--- config.mk ---
export PLATFORM = sky130hd
export DESIGN_NAME = magic_nor_sequencer_flat
export DESIGN_NICKNAME = d
export VERILOG_FILES = /design/src/rtl/magic_nor_sequencer_if.sv /design/src/rtl/magic_nor_sequencer.sv /design/src/flat_wrapper.sv
export SDC_FILE = /design/constraint.sdc
export NUM_CORES = 1
export LEC_CHECK = 0
export BUFFER_PORTS_ARGS = -buffer_cell sky130_fd_sc_hd__buf_2
export CORE_AREA = 2 2 235 237
export DETAILED_ROUTE_END_ITERATION = 7
export DIE_AREA = 0 0 237 239
export PLACE_DENSITY = 0.56
export SYNTH_ARGS = -nofsm -noshare
export SYNTH_HDL_FRONTEND = slang
export SYNTH_SLANG_ARGS = --single-unit
export TNS_END_PERCENT = 5
--- constraint.sdc ---
create_clock -name clk -period 3.55 [get_ports clk]
set_input_delay 0.71 -clock clk [delete_from_list [all_inputs] [get_ports clk]]
set_output_delay 0.71 -clock clk [all_outputs]
set_load 0.005 [all_outputs]
--- src/rtl/magic_nor_sequencer_if.sv ---
// magic_nor_sequencer_if
// Bundles the program-load, cell-access, run-control and status signals of
// the MAGIC NOR sequencer.
//   master : the controller driving programs/inputs and reading results
//   slave  : the sequencer itself
// Signals:
//   prog_we/prog_addr/prog_data : program slot write (gate words)
//   prog_len/start              : run request and gate count
//   in_we/in_addr/in_data       : primary-input cell write
//   rd_addr/rd_data             : combinational cell readout
//   busy/done/err               : run status
//   dbg_state                   : current FSM state (IDLE=0 INIT=1 EVAL=2 FIN=3)
interface magic_nor_sequencer_if;
    logic        prog_we;
    logic [3:0]  prog_addr;
    logic [15:0] prog_data;
    logic [4:0]  prog_len;
    logic        start;
    logic        in_we;
    logic [4:0]  in_addr;
    logic        in_data;
    logic [4:0]  rd_addr;
    logic        rd_data;
    logic        busy;
    logic        done;
    logic        err;
    logic [1:0]  dbg_state;

    modport master (
        output prog_we, prog_addr, prog_data, prog_len, start,
        output in_we, in_addr, in_data, rd_addr,
        input  rd_data, busy, done, err, dbg_state
    );

    modport slave (
        input  prog_we, prog_addr, prog_data, prog_len, start,
        input  in_we, in_addr, in_data, rd_addr,
        output rd_data, busy, done, err, dbg_state
    );
endinterface

--- src/rtl/magic_nor_sequencer.sv ---
// magic_nor_sequencer
// Sequences a stored program of INV / NOR2 gates over a 1-bit memristive
// crossbar model. Each gate takes two cycles: INIT pre-sets the output cell
// to 1 (MAGIC requirement), EVAL writes the gate result.
// Ports:
//   clk   : rising-edge clock
//   rst_n : asynchronous active-low reset (clears FSM, cells and program)
//   bus   : magic_nor_sequencer_if.slave (program, cell, run, status signals)
// Gate word: [15] op (0=INV, 1=NOR2), [14:10] src A, [9:5] src B, [4:0] dst.
//
// Run handshake: start is a one-cycle request that is only looked at in
// IDLE; there is no ready signal, so a start seen in any other state is
// dropped. An accepted run is acknowledged by busy rising on the next cycle
// (or, for an empty program, by done directly), and ends with a single-cycle
// done pulse. err is sticky until the next accepted start.
module magic_nor_sequencer #(
    parameter int NCELL = 32,
    parameter int NPROG = 16
) (
    input logic                 clk,
    input logic                 rst_n,
    magic_nor_sequencer_if.slave bus
);

    typedef enum logic [1:0] {
        S_IDLE = 2'd0,
        S_INIT = 2'd1,
        S_EVAL = 2'd2,
        S_FIN  = 2'd3
    } state_t;

    state_t                      state_q;
    logic [4:0]                  pc_q;
    logic [4:0]                  len_q;
    logic                        busy_q;
    logic                        done_q;
    logic                        err_q;
    logic [NCELL-1:0]            cells_q;
    logic [NPROG-1:0][15:0]      prog_q;

    // Decoded fields of the gate currently addressed by pc.
    logic [15:0] word;
    logic        op;
    logic [4:0]  src_a;
    logic [4:0]  src_b;
    logic [4:0]  dst;
    logic        conflict;
    logic        last_gate;

    assign word      = prog_q[pc_q[3:0]];
    assign op        = word[15];
    assign src_a     = word[14:10];
    assign src_b     = word[9:5];
    assign dst       = word[4:0];
    // The output cell is pre-set before evaluation, so it must not also be
    // an operand or the operand value would be destroyed.
    assign conflict  = (dst == src_a) || (op && (dst == src_b));
    assign last_gate = (pc_q == (len_q - 5'd1));

    always_ff @(posedge clk or negedge rst_n) begin
        if (!rst_n) begin
            state_q <= S_IDLE;
            pc_q    <= '0;
            len_q   <= '0;
            busy_q  <= 1'b0;
            done_q  <= 1'b0;
            err_q   <= 1'b0;
            cells_q <= '0;
            prog_q  <= '0;
        end else begin
            done_q <= 1'b0;
            case (state_q)
                S_IDLE: begin
                    // Loads happen on the same edge as an accepted start, so
                    // the run sees both the new slot contents and new inputs.
                    if (bus.in_we) begin
                        cells_q[bus.in_addr] <= bus.in_data;
                    end
                    if (bus.prog_we) begin
                        prog_q[bus.prog_addr] <= bus.prog_data;
                    end
                    if (bus.start) begin
                        if (bus.prog_len == 5'd0) begin
                            err_q   <= 1'b0;
                            done_q  <= 1'b1;
                            state_q <= S_FIN;
                        end else if (bus.prog_len > 5'(NPROG)) begin
                            err_q   <= 1'b1;
                        end else begin
                            len_q   <= bus.prog_len;
                            pc_q    <= '0;
                            err_q   <= 1'b0;
                            busy_q  <= 1'b1;
                            state_q <= S_INIT;
                        end
                    end
                end
                S_INIT: begin
                    if (conflict) begin
                        err_q   <= 1'b1;
                        busy_q  <= 1'b0;
                        done_q  <= 1'b1;
                        state_q <= S_FIN;
                    end else begin
                        cells_q[dst] <= 1'b1;
                        state_q      <= S_EVAL;
                    end
                end
                S_EVAL: begin
                    // Operands are read from the registered array, i.e. the
                    // values at the start of this cycle.
                    if (op) begin
                        cells_q[dst] <= ~(cells_q[src_a] | cells_q[src_b]);
                    end else begin
                        cells_q[dst] <= ~cells_q[src_a];
                    end
                    if (last_gate) begin
                        busy_q  <= 1'b0;
                        done_q  <= 1'b1;
                        state_q <= S_FIN;
                    end else begin
                        pc_q    <= pc_q + 5'd1;
                        state_q <= S_INIT;
                    end
                end
                S_FIN: begin
                    state_q <= S_IDLE;
                end
                default: begin
                    state_q <= S_IDLE;
                end
            endcase
        end
    end

    assign bus.rd_data   = cells_q[bus.rd_addr];
    assign bus.busy      = busy_q;
    assign bus.done      = done_q;
    assign bus.err       = err_q;
    assign bus.dbg_state = state_q;

endmodule

--- src/flat_wrapper.sv ---
// flat-port wrapper written by rule: the top's interface ports become plain ports
module magic_nor_sequencer_flat 
#(
    parameter int NCELL = 32,
    parameter int NPROG = 16
)
  (clk, rst_n, bus_prog_we, bus_prog_addr, bus_prog_data, bus_prog_len, bus_start, bus_in_we, bus_in_addr, bus_in_data, bus_rd_addr, bus_rd_data, bus_busy, bus_done, bus_err, bus_dbg_state);
  magic_nor_sequencer_if bus_i ();
  input logic clk;
  input logic rst_n;
  input wire logic [$bits(bus_i.prog_we)-1:0] bus_prog_we;
  input wire logic [$bits(bus_i.prog_addr)-1:0] bus_prog_addr;
  input wire logic [$bits(bus_i.prog_data)-1:0] bus_prog_data;
  input wire logic [$bits(bus_i.prog_len)-1:0] bus_prog_len;
  input wire logic [$bits(bus_i.start)-1:0] bus_start;
  input wire logic [$bits(bus_i.in_we)-1:0] bus_in_we;
  input wire logic [$bits(bus_i.in_addr)-1:0] bus_in_addr;
  input wire logic [$bits(bus_i.in_data)-1:0] bus_in_data;
  input wire logic [$bits(bus_i.rd_addr)-1:0] bus_rd_addr;
  output wire logic [$bits(bus_i.rd_data)-1:0] bus_rd_data;
  output wire logic [$bits(bus_i.busy)-1:0] bus_busy;
  output wire logic [$bits(bus_i.done)-1:0] bus_done;
  output wire logic [$bits(bus_i.err)-1:0] bus_err;
  output wire logic [$bits(bus_i.dbg_state)-1:0] bus_dbg_state;
  assign bus_i.prog_we = bus_prog_we;
  assign bus_i.prog_addr = bus_prog_addr;
  assign bus_i.prog_data = bus_prog_data;
  assign bus_i.prog_len = bus_prog_len;
  assign bus_i.start = bus_start;
  assign bus_i.in_we = bus_in_we;
  assign bus_i.in_addr = bus_in_addr;
  assign bus_i.in_data = bus_in_data;
  assign bus_i.rd_addr = bus_rd_addr;
  assign bus_rd_data = bus_i.rd_data;
  assign bus_busy = bus_i.busy;
  assign bus_done = bus_i.done;
  assign bus_err = bus_i.err;
  assign bus_dbg_state = bus_i.dbg_state;
  magic_nor_sequencer #(.NCELL(NCELL), .NPROG(NPROG)) u_core (.clk(clk), .rst_n(rst_n), .bus(bus_i));
endmodule
# Word level (Yosys, flattened, before mapping)
# Index checks and enable logic that the tools add are counted.
[word_totals] ff_bits=303 latchBits=0 ram_bits=0 romBits=0 mem_count=0
[classes] addsub=2 multipliers=0 div=0 magnitude_cmp=11 n_eq_ne=15 shifts=0 mux=49 bitwise=6 n_reduce_logical=17
[ops] op="bitwise mux 256 bit" n=1
[ops] op="bitwise mux 32 bit" n=3
[ops] op="two-way mux 32 bit" n=3
[ops] op="one-hot mux 32 bit (3 select lines)" n=1
[ops] op="binary-select mux 16 bit (select 4 bit)" n=1
[ops] op="demux 16 bit (select 4 bit)" n=1
[ops] op="two-way mux 16 bit" n=2
[ops] op="bitwise OR 32 bit" n=1
[ops] op="less-than comparator 5 x 6 -> 1 bit, second input constant" n=5
[ops] op="two-way mux 5 bit" n=4
[ops] op="two-way mux 1 bit" n=19
[ops] op="binary-select mux 1 bit (select 5 bit)" n=3
[ops] op="== test 5 bit" n=3
[ops] op="!= test 2 bit, second input constant" n=6
[ops] op="demux 1 bit (select 5 bit)" n=2
[ops] op=">= comparator 5 x 1 -> 1 bit, second input constant" n=2
[ops] op="less-than comparator 4 x 5 -> 1 bit, second input constant" n=2
[ops] op="one-hot mux 5 bit (2 select lines)" n=1
[ops] op="two-way mux 2 bit" n=4
[ops] op="one-hot mux 2 bit (4 select lines)" n=1
[ops] op="one-hot mux 1 bit (3 select lines)" n=2
[ops] op="AND reduction 3 bit" n=2
[ops] op="AND reduction 6 bit" n=1
[ops] op="adder 5 x 1 -> 5 bit, second input constant" n=1
[ops] op="other kinds (19)" n=29

# Depth between registers and ports, before layout
[depth] ltp_word=9 ltp_mapped=16 depth_no_buf=12

# Least setup slack after synthesis
# Ideal clock, no wire load.
[synth_timing] path_kind="register -> register" from="reg u_core.pc_q[0]" to="reg u_core.cells_q[0]" t_arrival_ns=3.566 setup_slack_ns=-0.142 path_stages_with_launch=14 n_path_buf=5 period_less_slack_ns=3.692 cell_sequence="dfrtp_1 -> buf_2 -> buf_6 -> buf_6 -> buf_6 -> mux4_2 -> mux4_2 -> xnor2_1 -> and4_1 -> a311oi_2 -> clkbuf_1 -> nand3_1 -> a211oi_1 -> nor3_1"
[synth_between] elab_chain_cells=9 elab_cells_between_ends=26 cone_classes="order compare (2); eq/ne (3); mux (13); bitwise (4); reduce/logical (4)"
[synth_lines] item="start, declared" line="magic_nor_sequencer.sv:33" text="logic [4:0] pc_q;"
[synth_lines] item="start signal, assigned" line="magic_nor_sequencer.sv:122" text="pc_q <= pc_q + 5'd1;"
[synth_lines] item="binary-select mux 16 bit (select 4 bit) (*)" line="magic_nor_sequencer.sv:50" text="assign word = prog_q[pc_q[3:0]];"
[synth_lines] item="two-way mux 16 bit (implied by the code) (*)" line="magic_nor_sequencer.sv:50"
[synth_lines] item="less-than comparator 5 x 6 -> 1 bit (implied by the code), or another cell as far along" line="magic_nor_sequencer.sv:105, magic_nor_sequencer.sv:113, magic_nor_sequencer.sv:115"
[synth_lines] item="logical AND 1 bit (implied by the code), or another cell as far along" line="magic_nor_sequencer.sv:105, magic_nor_sequencer.sv:113, magic_nor_sequencer.sv:115"
[synth_lines] item="two-way mux 1 bit (implied by the code) or bitwise OR 1 bit (tied branches)" line="magic_nor_sequencer.sv:105, magic_nor_sequencer.sv:113, magic_nor_sequencer.sv:115"
[synth_lines] item="demux 1 bit (select 5 bit) or NOT 1 bit (tied branches)"
[synth_lines] item="bitwise mux 32 bit, or another cell as far along" line="magic_nor_sequencer.sv:115" text="cells_q[dst] <= ~cells_q[src_a];"
[synth_lines] item="two-way mux 32 bit (on tied branches)" line="magic_nor_sequencer.sv:112, magic_nor_sequencer.sv:99"
[synth_lines] item="one-hot mux 32 bit (3 select lines)" line="magic_nor_sequencer.sv:72" text="case (state_q)"
[synth_lines] item="end signal, assigned by index" line="magic_nor_sequencer.sv:77" text="cells_q[bus.in_addr] <= bus.in_data;"
[synth_lines] item="end signal, assigned by index" line="magic_nor_sequencer.sv:113" text="cells_q[dst] <= ~(cells_q[src_a] | cells_q[src_b]);"
[synth_lines] item="end signal, assigned by index" line="magic_nor_sequencer.sv:115"
[synth_lines] item="end, declared" line="magic_nor_sequencer.sv:38" text="logic [NCELL-1:0] cells_q;"
# Every way passes the cells marked *; elsewhere a longest branch is shown, timed or not. The select of a mux whose other input is x is not followed.
# A chain may end at the register's enable or synchronous reset.

# Worst setup path after layout
[layout_timing] from="reg u_core.pc_q[0]" to="reg u_core.cells_q[21]"
# Same word-level chain as after synthesis.

==> metrics.yaml <==
pwr:
  combPwrFrac_pct: 50.2
  clkPwrFrac_pct: 19.4
  sequentialPowerShare_pct: 30.4
  switching_share_pct: 36.85
  internal_power_uw: 12070
  power_leakage_uw: 0.008481
  p_sw_uw: 7045
  p_total_uw: 19120
  cellPowerDensity_nw_per_um2: 967.5
  irDropWorstVdd_v: 0.0004448
synthesis:
  synthCells: 1261
  async_reset_ff_share_pct: 100.0
  synth-edff-count: 0
  synth.net_count: 1311
  ys_types: 61
  yosys_warnings: 0
  synthesis.area_sq_um: 16100
  synth_ff_type: "dfrtp_1"
  syn_area_per_cell_sq_um: 12.76
  ys_ff_latch: 303
  seq_area_frac_synth_pct: 47.11
clocking:
  cts_root_buffer: "clkbuf_16"
  clk_latency_ns: 0.55
  numCtsBuffers: 35
  htreeDepth: 2
  tritoncts: "yes"
  clk_transition_reported_paths_ns: 0.06
  holdBufCountCts: 0
  cts_sinks: 303
  clockBufferDepth: 3
critical_path:
  regToRegSetupSlack_ns: -0.07
  r2r_cells: 12
  crit_required_ns: 4.00
  path_max_fanout: 7
  critical_path_class: "reg -> reg"
  critPathLaunchType: "flip-flop"
  rr_endpoint: "u_core.cells_q[21]"
  timing.rr.start: "u_core.pc_q[0]"
  worst_setup_path_end_kind: "flip-flop"
  crit_arrival_ns: 4.08
drt:
  vias: 11490
  drtIter0Drc: 759
  drc: 0
  avgRoutedWirePerCell_um: 22.65
  drt-total-wl_um: 48410
  detail-route-antenna-nets: 0
  viasPerCell: 5.376
  drtPass1Iterations: 8
grt:
  antenna_found_initial: 3
  grt_pass1_wl_um: 74820
  grt_usage_pct: 17.29
  grt_pass1_vias: 12040
  grt_max_degree: 103
  grt_overflow: 0
run_status:
  failed_checks: "negative setup slack"
  status: "finished, violations left"
final_layout:
  fillers: 5273
  layout_commonest_cell: "dfrtp_1"
  final_util_pct: 36.36
  area_growth_pct: 22.77
  layout_common_cells: "301 x dfrtp_1, 269 x mux2_2, 122 x buf_4, 85 x mux4_2, 81 x nand2_1"
  num_antenna_cells: 0
  drive_above_1_share_pct: 47.38
  finalNetCount: 1458
  design_area_sq_um: 19760
timing:
  slew_headroom_pct: 44.14
  tightest_slew_ns: 0.8379
  rsz0062_at_grt: "yes"
  fin_skew_ns: 0.01840
  maxSlewViolCount: 0
  min_period_over_period_pct: 102.0
  hold_violations: 0
  setup_viol: 26
  fin_crit_ns: 3.622
  fin_ws_ns: -0.07191
  fmax_ghz: 0.2761
  fin_hold_ws_ns: 0.2085
die:
  boundaryPins: 47
  dieArea_sq_um: 56640
  rows: 86
  core_area_sq_um: 54340
  start_util_pct: 29.62
  dieWidth_um: 237
  die_h_um: 239
placed_design:
  place_ws_ns: -0.2415
  gp_congestion: 0.9072
  placed_area_sq_um: 18190
  hpwlAfterDp_um: 32120
  port_buffers: 46
min_path:
  hold_path.class: "in -> async"
run:
  cap_violations: 0
[per-stage QoR]
stage,TNS (ns),std cells
floorplan,0,1261
global placement,-3.841,2064
detailed placement,-4.378,2064
CTS,-1.699,2133
global route,-4.425,2137
finish,-1.082,2137
[Yosys cell counts (15+ instances only)]
cell type  instances  share of area [%]
nor3_1            16               0.50
o21ai_0           15               0.47
nand2_1           83                1.9
o22ai_1           33                1.3
dfrtp_1          303                 47
mux2i_1           25                1.6
nand3_1           22               0.68
mux4_2            85                 12
clkbuf_1          62                1.4
mux2_2           269                 19
a311oi_1          17               0.93
nor2_1            46                1.1
a21oi_1           70                2.2
[logic make-up after synthesis]
group / share of synthesized area, %
buffers and inverters: 2.837
adder cells (fa/ha/maj): 0.6996
multiplexers: 32.27
XOR/XNOR: 1.197
AO/OA/AOI/OAI: 8.123
flip-flops: 47.11
AND/OR/NAND/NOR: 7.766
[critical path, stage by stage, from the launching register on]
cell       delay (ns)
dfrtp_4          0.49
buf_12           0.15
buf_6            0.11
mux4_2           0.41
mux4_2           0.54
buf_12           0.16
mux4_2           0.43
a22o_1           0.28
nor4b_4          0.31
buf_12           0.18
a2111oi_4        0.07
buf_4            0.17
a311oi_1         0.20
[sequential cells by signal, indices dropped and copies added (netlist names)]
signal and count:
u_core.len_q 5, u_core.bus.busy 1, u_core.bus.dbg_state 2, u_core.pc_q 5, u_core.cells_q 32, u_core.bus.err 1, u_core.bus.done 1, u_core.prog_q 256
[power groups by stage]
stage          logic, uW  registers (uW)  clock network, uW
2_1_floorplan       5810            5480                  0
4_1_cts             9300            5790               3800
3_3_place_gp        8760            5800                  0
6_report            9600            5810               3710
3_5_place_dp        8870            5860                  0
5_1_grt            10300            5980               3930
[cell type report]
type                       instances  area, sq um  share of cell area [%]
tap                              704        880.8                   4.458
sequential                       303         7587                   38.40
timing repair buffer             198         1709                   8.649
inverter                          15        56.30                  0.2849
multi-input combinational        855         8346                   42.23
clock buffer                      53         1064                   5.382
clock inverter                     9        117.6                  0.5952
[layer usage]
| metal | wire [um] | global-route usage [%] | up-vias |
|---|---|---|---|
| li1 | - | - | 5068 |
| met1 | 22340 | 23.61 | 6024 |
| met2 | 22600 | 28.14 | 297 |
| met3 | 2220 | 3.083 | 93 |
| met4 | 1204 | 5.025 | 6 |
| met5 | 42 | 0 | - |
[worst max path at each step]
stage | from | to | slack (ns) | cells after the start
2_1_floorplan | u_core.pc_q[0] | u_core.cells_q[1] | 0.01 | 14
3_3_place_gp | u_core.pc_q[0] | u_core.cells_q[27] | -0.24 | 15
3_5_place_dp | u_core.pc_q[0] | u_core.cells_q[30] | -0.24 | 13
4_1_cts | u_core.pc_q[0] | u_core.cells_q[24] | -0.11 | 12
5_1_grt | u_core.pc_q[0] | u_core.cells_q[25] | -0.18 | 12
6_report | u_core.pc_q[0] | u_core.cells_q[21] | -0.07 | 12
[timing repair]
action | in CTS | in global routing
cloned | 1 | 1
pin swaps | 10 | 15
endpoints found under the setup margin | 32 | 33
resized for setup | 22 | 31
buffers inserted | 6 | 3
Power figures use the tool's default switching activity.
